===== config.mk =====
export PLATFORM = sky130hd
export DESIGN_NAME = demux_stream_1ton
export DESIGN_NICKNAME = d
export VERILOG_FILES = /design/src/rtl/demux_pkg.sv /design/src/rtl/demux_out_slot.sv /design/src/rtl/demux_stream_1ton.sv
export SDC_FILE = /design/constraint.sdc
export NUM_CORES = 1
export LEC_CHECK = 0
export BUFFER_PORTS_ARGS = -buffer_cell sky130_fd_sc_hd__buf_2
export CORE_MARGIN = 3
export CORE_UTILIZATION = 35
export CTS_BUF_LIST = sky130_fd_sc_hd__clkbuf_2 sky130_fd_sc_hd__clkbuf_4 sky130_fd_sc_hd__clkbuf_8
export CTS_CLUSTER_DIAMETER = 150
export CTS_CLUSTER_SIZE = 40
export DETAILED_ROUTE_END_ITERATION = 16
export GPL_ROUTABILITY_DRIVEN = 0
export SKIP_CTS_REPAIR_TIMING = 1
export SKIP_LAST_GASP = 1
export SYNTH_ARGS = -nofsm -noshare
export SYNTH_HDL_FRONTEND = slang
export SYNTH_SLANG_ARGS = --single-unit
export TNS_END_PERCENT = 10

===== constraint.sdc =====
create_clock -name clk -period 1.75 [get_ports clk]
set_input_delay 0 -clock clk [delete_from_list [all_inputs] [get_ports clk]]
set_output_delay 0 -clock clk [all_outputs]
set_load 0.01 [all_outputs]

===== src/rtl/demux_pkg.sv =====
// demux_pkg: shared slot state type, drop counter width and select range helper
package demux_pkg;

    typedef enum logic {
        EMPTY = 1'b0,
        FULL  = 1'b1
    } slot_state_e;

    localparam int DROP_CNT_W = 8;

    function automatic logic sel_in_range(input int unsigned sel, input int unsigned channels);
        return sel < channels;
    endfunction

endpackage


===== src/rtl/demux_out_slot.sv =====
// demux_out_slot: one-entry output register slot that reads 0 whenever it is empty
module demux_out_slot
    import demux_pkg::*;
#(
    parameter int WIDTH = 8
) (
    input  logic             clk,
    input  logic             rst_n,
    input  logic             load,
    input  logic [WIDTH-1:0] d,
    input  logic             pop_ready,
    output logic             valid,
    output logic [WIDTH-1:0] q
);

    slot_state_e      state_q, state_d;
    logic [WIDTH-1:0] data_q, data_d;
    logic             pop;

    assign pop = (state_q == FULL) & pop_ready;

    // A load wins over a pop so a full slot can pass words through at full rate
    always_comb begin
        state_d = load ? FULL : pop ? EMPTY : state_q;
        data_d  = load ? d : pop ? '0 : data_q;
    end

    // Slot register; reset empties the slot and clears its word
    always_ff @(posedge clk or negedge rst_n) begin
        if (!rst_n) begin
            state_q <= EMPTY;
            data_q  <= '0;
        end else begin
            state_q <= state_d;
            data_q  <= data_d;
        end
    end

    assign valid = state_q == FULL;
    assign q     = data_q;

endmodule


===== src/rtl/demux_stream_1ton.sv =====
// demux_stream_1ton: registered 1-to-N valid/ready stream demux; DEMUX_STATS_EN adds drop_cnt
module demux_stream_1ton
    import demux_pkg::*;
#(
    parameter int WIDTH    = 8,
    parameter int CHANNELS = 4,
    parameter int SEL_W    = $clog2(CHANNELS)
) (
    input  logic                      clk,
    input  logic                      rst_n,
    input  logic                      in_valid,
    output logic                      in_ready,
    input  logic [SEL_W-1:0]          in_sel,
    input  logic [WIDTH-1:0]          in_data,
    output logic [CHANNELS-1:0]       out_valid,
    input  logic [CHANNELS-1:0]       out_ready,
    output logic [CHANNELS*WIDTH-1:0] out_data,
`ifdef DEMUX_STATS_EN
    output logic                      sel_err,
    output logic [DROP_CNT_W-1:0]     drop_cnt
`else
    output logic                      sel_err
`endif
);

    logic [CHANNELS-1:0] hit;
    logic                sel_ok;
    logic                drop;
    logic                sel_err_q, sel_err_d;

    // An out-of-range select hits no channel, so it is always ready and discarded
    assign in_ready = ~|(hit & out_valid & ~out_ready);
    assign sel_ok   = sel_in_range(32'(in_sel), 32'(CHANNELS));
    assign drop     = in_valid & ~sel_ok;

    for (genvar k = 0; k < CHANNELS; k++) begin : g_ch
        assign hit[k] = in_sel == SEL_W'(k);
        demux_out_slot #(.WIDTH(WIDTH)) u_slot (
            .clk       (clk),
            .rst_n     (rst_n),
            .load      (in_valid & in_ready & hit[k]),
            .d         (in_data),
            .pop_ready (out_ready[k]),
            .valid     (out_valid[k]),
            .q         (out_data[k*WIDTH +: WIDTH])
        );
    end

    // Sticky error flag next state
    always_comb sel_err_d = sel_err_q | drop;

    // Sticky error register, cleared only by reset
    always_ff @(posedge clk or negedge rst_n) begin
        if (!rst_n) sel_err_q <= 1'b0;
        else        sel_err_q <= sel_err_d;
    end

    assign sel_err = sel_err_q;

`ifdef DEMUX_STATS_EN
    logic [DROP_CNT_W-1:0] cnt_q, cnt_d;

    // Saturating count of discarded out-of-range words
    always_comb cnt_d = cnt_q + DROP_CNT_W'(drop && cnt_q != '1);

    // Drop counter register
    always_ff @(posedge clk or negedge rst_n) begin
        if (!rst_n) cnt_q <= '0;
        else        cnt_q <= cnt_d;
    end

    assign drop_cnt = cnt_q;
`endif

endmodule

==> impl_metrics.toml <==
[finish]
final_common_cell = "buf_2"
fin_cells = 254
fill_cells = 452
final_design_area_no_fill_mm2 = 0.002140
final_cell_mix = "buf_2 (53), dfrtp_1 (36), a21boi_0 (32), a32o_1 (32), clkbuf_8 (7)"
area_growth_syn_to_layout_pct = 22.67
diodes = 0
drive_gt1_frac = 0.3583
nets = 203

[placed_design]
hpwlAfterDp_um = 3318
dp.cells = 245
pre_cts_slack_ps = 236.8
place_area_mm2 = 0.002003
place.port_buffers = 53

[power_and_ir_drop]
leakage_nw = 0.9962
peakVddDrop_mv = 0.5185
p_per_area_mw_per_mm2 = 1080

[synth]
syn_area_per_cell_um2 = 12.20
synth_top_cell_area_share = 0.5165
ys_types = 20
synth-simple-area-share = 0.06456
synth_area_mm2 = 0.001744
syn_nets = 160
synth_top_cell_by_area = "dfrtp_1"
synth.area.mux_share = 0.01291
synth_xor_area_frac = 0
synth_seq_cells = 36
synth_compound_area_frac = 0.3329
synth_seq_area_share = 0.5165
synth_top_cells_by_area = "dfrtp_1 (52%), a32o_1 (18%), a21boi_0 (14%)"
synthAdderAreaFrac = 0
synth_top_family_by_area = "compound AO/OA/AOI/OAI gates"
ys_warn_count = 0
syn_inst = 143

[worst_setup_path]
r2r_start = "g_ch[0].u_slot.valid"
reg2reg_depth = 2
crit_chain = "nand2b_1 -> mux4_2 -> buf_2"
crit_type = "reg -> out"
cp_max_fo = 11
cpPeakStageDelay_ps = 540
r2r_end = "g_ch[0].u_slot.q[5]"
cp-start-kind = "flop"
crit_path_top_delay_cell = "dfrtp_1"
reg2reg_slack_ps = 220
arrival_ps = 1580
required_ps = 1750
cp-end-kind = "output port"

[detailed_routing]
drc = 0
drt-pass1-iter-count = 4
drt_iter0_markers = 112
antenna_left = 0
viasPerCell = 5.524
routed_wl_um = 4772
vias = 1403
wire_per_inst_um = 18.79

[timing]
hold_violations = 0
layout_setup_ws_ps = 166.6
grt_setup_unrepaired = "false"
setup_viol = 0
fin_crit_ps = 1583
maxSlewViolCount = 0
tightest_slew_ps = 799.6
setup_tns_ps = 0
max_freq_mhz = 631.5
whs_ps = 51.68
skew_ps = 9.354
slew_headroom = 0.4670
period_share = 0.9048

[die]
start_util = 0.3668
dieArea_mm2 = 0.005866
die_x_um = 76.59
fp-row-count = 25
core_area_mm2 = 0.004755
io_pins = 55
die_h_um = 76.59

[worst_hold_path]
hp-start = "in_data[5]"
worstHoldPathCells = 2
holdCritPathClass = "in -> reg"
min_to = "g_ch[2].u_slot.q[5]"

[clock_network]
cts_buffer_depth = 2
clock_sinks = 36
ctsHtreeMaxLevel = 2
clk_latency_ps = 280
clk_pin_slew_ps = 80
cts_root_buf = "clkbuf_8"
cts_tree = "done"
numCtsBuffers = 5

[job]
drv_cap = 0

[grt]
antenna_found_initial = 0
grt_pass1_vias = 1428
grt_max_degree = 37
grt_pass1_wl_um = 7417
globalRouteTotalUtil = 0.1675
grt.overflow.total = 0

[status]
outcome = "completed"
## how the worst max path moves through the flow
stage / from / to / cells past startpoint / slack, ps
2_1_floorplan: g_ch[0].u_slot.valid / g_ch[0].u_slot.q[0] / 4 / 340
3_3_place_gp: g_ch[0].u_slot.valid / g_ch[0].u_slot.q[4] / 2 / 300
3_5_place_dp: g_ch[0].u_slot.valid / g_ch[0].u_slot.q[5] / 2 / 240
4_1_cts: g_ch[3].u_slot.valid / in_ready / 3 / 170
5_1_grt: g_ch[3].u_slot.valid / in_ready / 3 / 100
6_report: g_ch[3].u_slot.valid / in_ready / 3 / 170
## through the flow
stage / power, W / util
2_1_floorplan: 0.001321 / -
3_3_place_gp: 0.001508 / 0.4213
3_5_place_dp: 0.001532 / 0.4213
4_1_cts: 0.002334 / 0.4479
5_1_grt: 0.002431 / 0.4500
6_report: 0.002310 / 0.4500
## cell type report
cell class                      instances  area [um^2]  share of cell area
Inverter                                1        3.754            0.001754
Tap cell                               67        83.83             0.03918
Clock inverter                          1        30.03             0.01404
Multi-Input combinational cell         84        719.4              0.3363
Timing Repair Buffer                   58        305.3              0.1427
Clock buffer                            7        96.34             0.04503
Sequential cell                        36        900.9              0.4211
## cells by family (layout without fill, tap and decap cells)
kind of cell           Yosys count  after routing
muxes                            1              1
AOI/OAI and AO/OA               68             68
buffers and inverters           23             67
DFF                             36             36
and+or+nand+nor                 14             14
other                            1              1
## routing by layer
layer,GRT usage,vias to the layer above,wire length (um)
li1,-,645,-
met1,0.2169,697,2085
met2,0.2592,55,2274
met3,0.06383,6,324
met4,0.05254,0,87
met5,0,-,0
## report_power, final
group / total [W] / switching (W) / leakage, nW / internal, W
combinational: 0.000495 / 0.000254 / 0.463 / 0.000241
clock: 0.000794 / 0.000292 / 0.0645 / 0.000503
sequential: 0.00102 / 0.0000718 / 0.468 / 0.000949
## cells in the mapped netlist
library cell  number
buf_4              6
nand2_1            1
a21boi_0          32
conb_1             1
buf_1              1
nand4bb_1          2
nand4b_1           1
inv_1              1
o21ai_0            4
and3b_1            2
nand2b_1           5
nor3b_2            1
and3_1             1
buf_2              6
clkbuf_1           8
dfrtp_1           36
mux4_2             1
a32o_1            32
or4b_1             1
buf_6              1
## registers in the layout (all words and copies together), names as in the netlist
signal             flops
g_ch.u_slot.q         32
g_ch.u_slot.valid      4
## worst max-delay path: cells and delay by family, from the launching register on
kind / cells / cell delay [ps]
flops: 1 / 540
mux: 1 / 480
buf+inv: 1 / 160
simple gates: 1 / 130
Power figures use the tool's default switching activity.
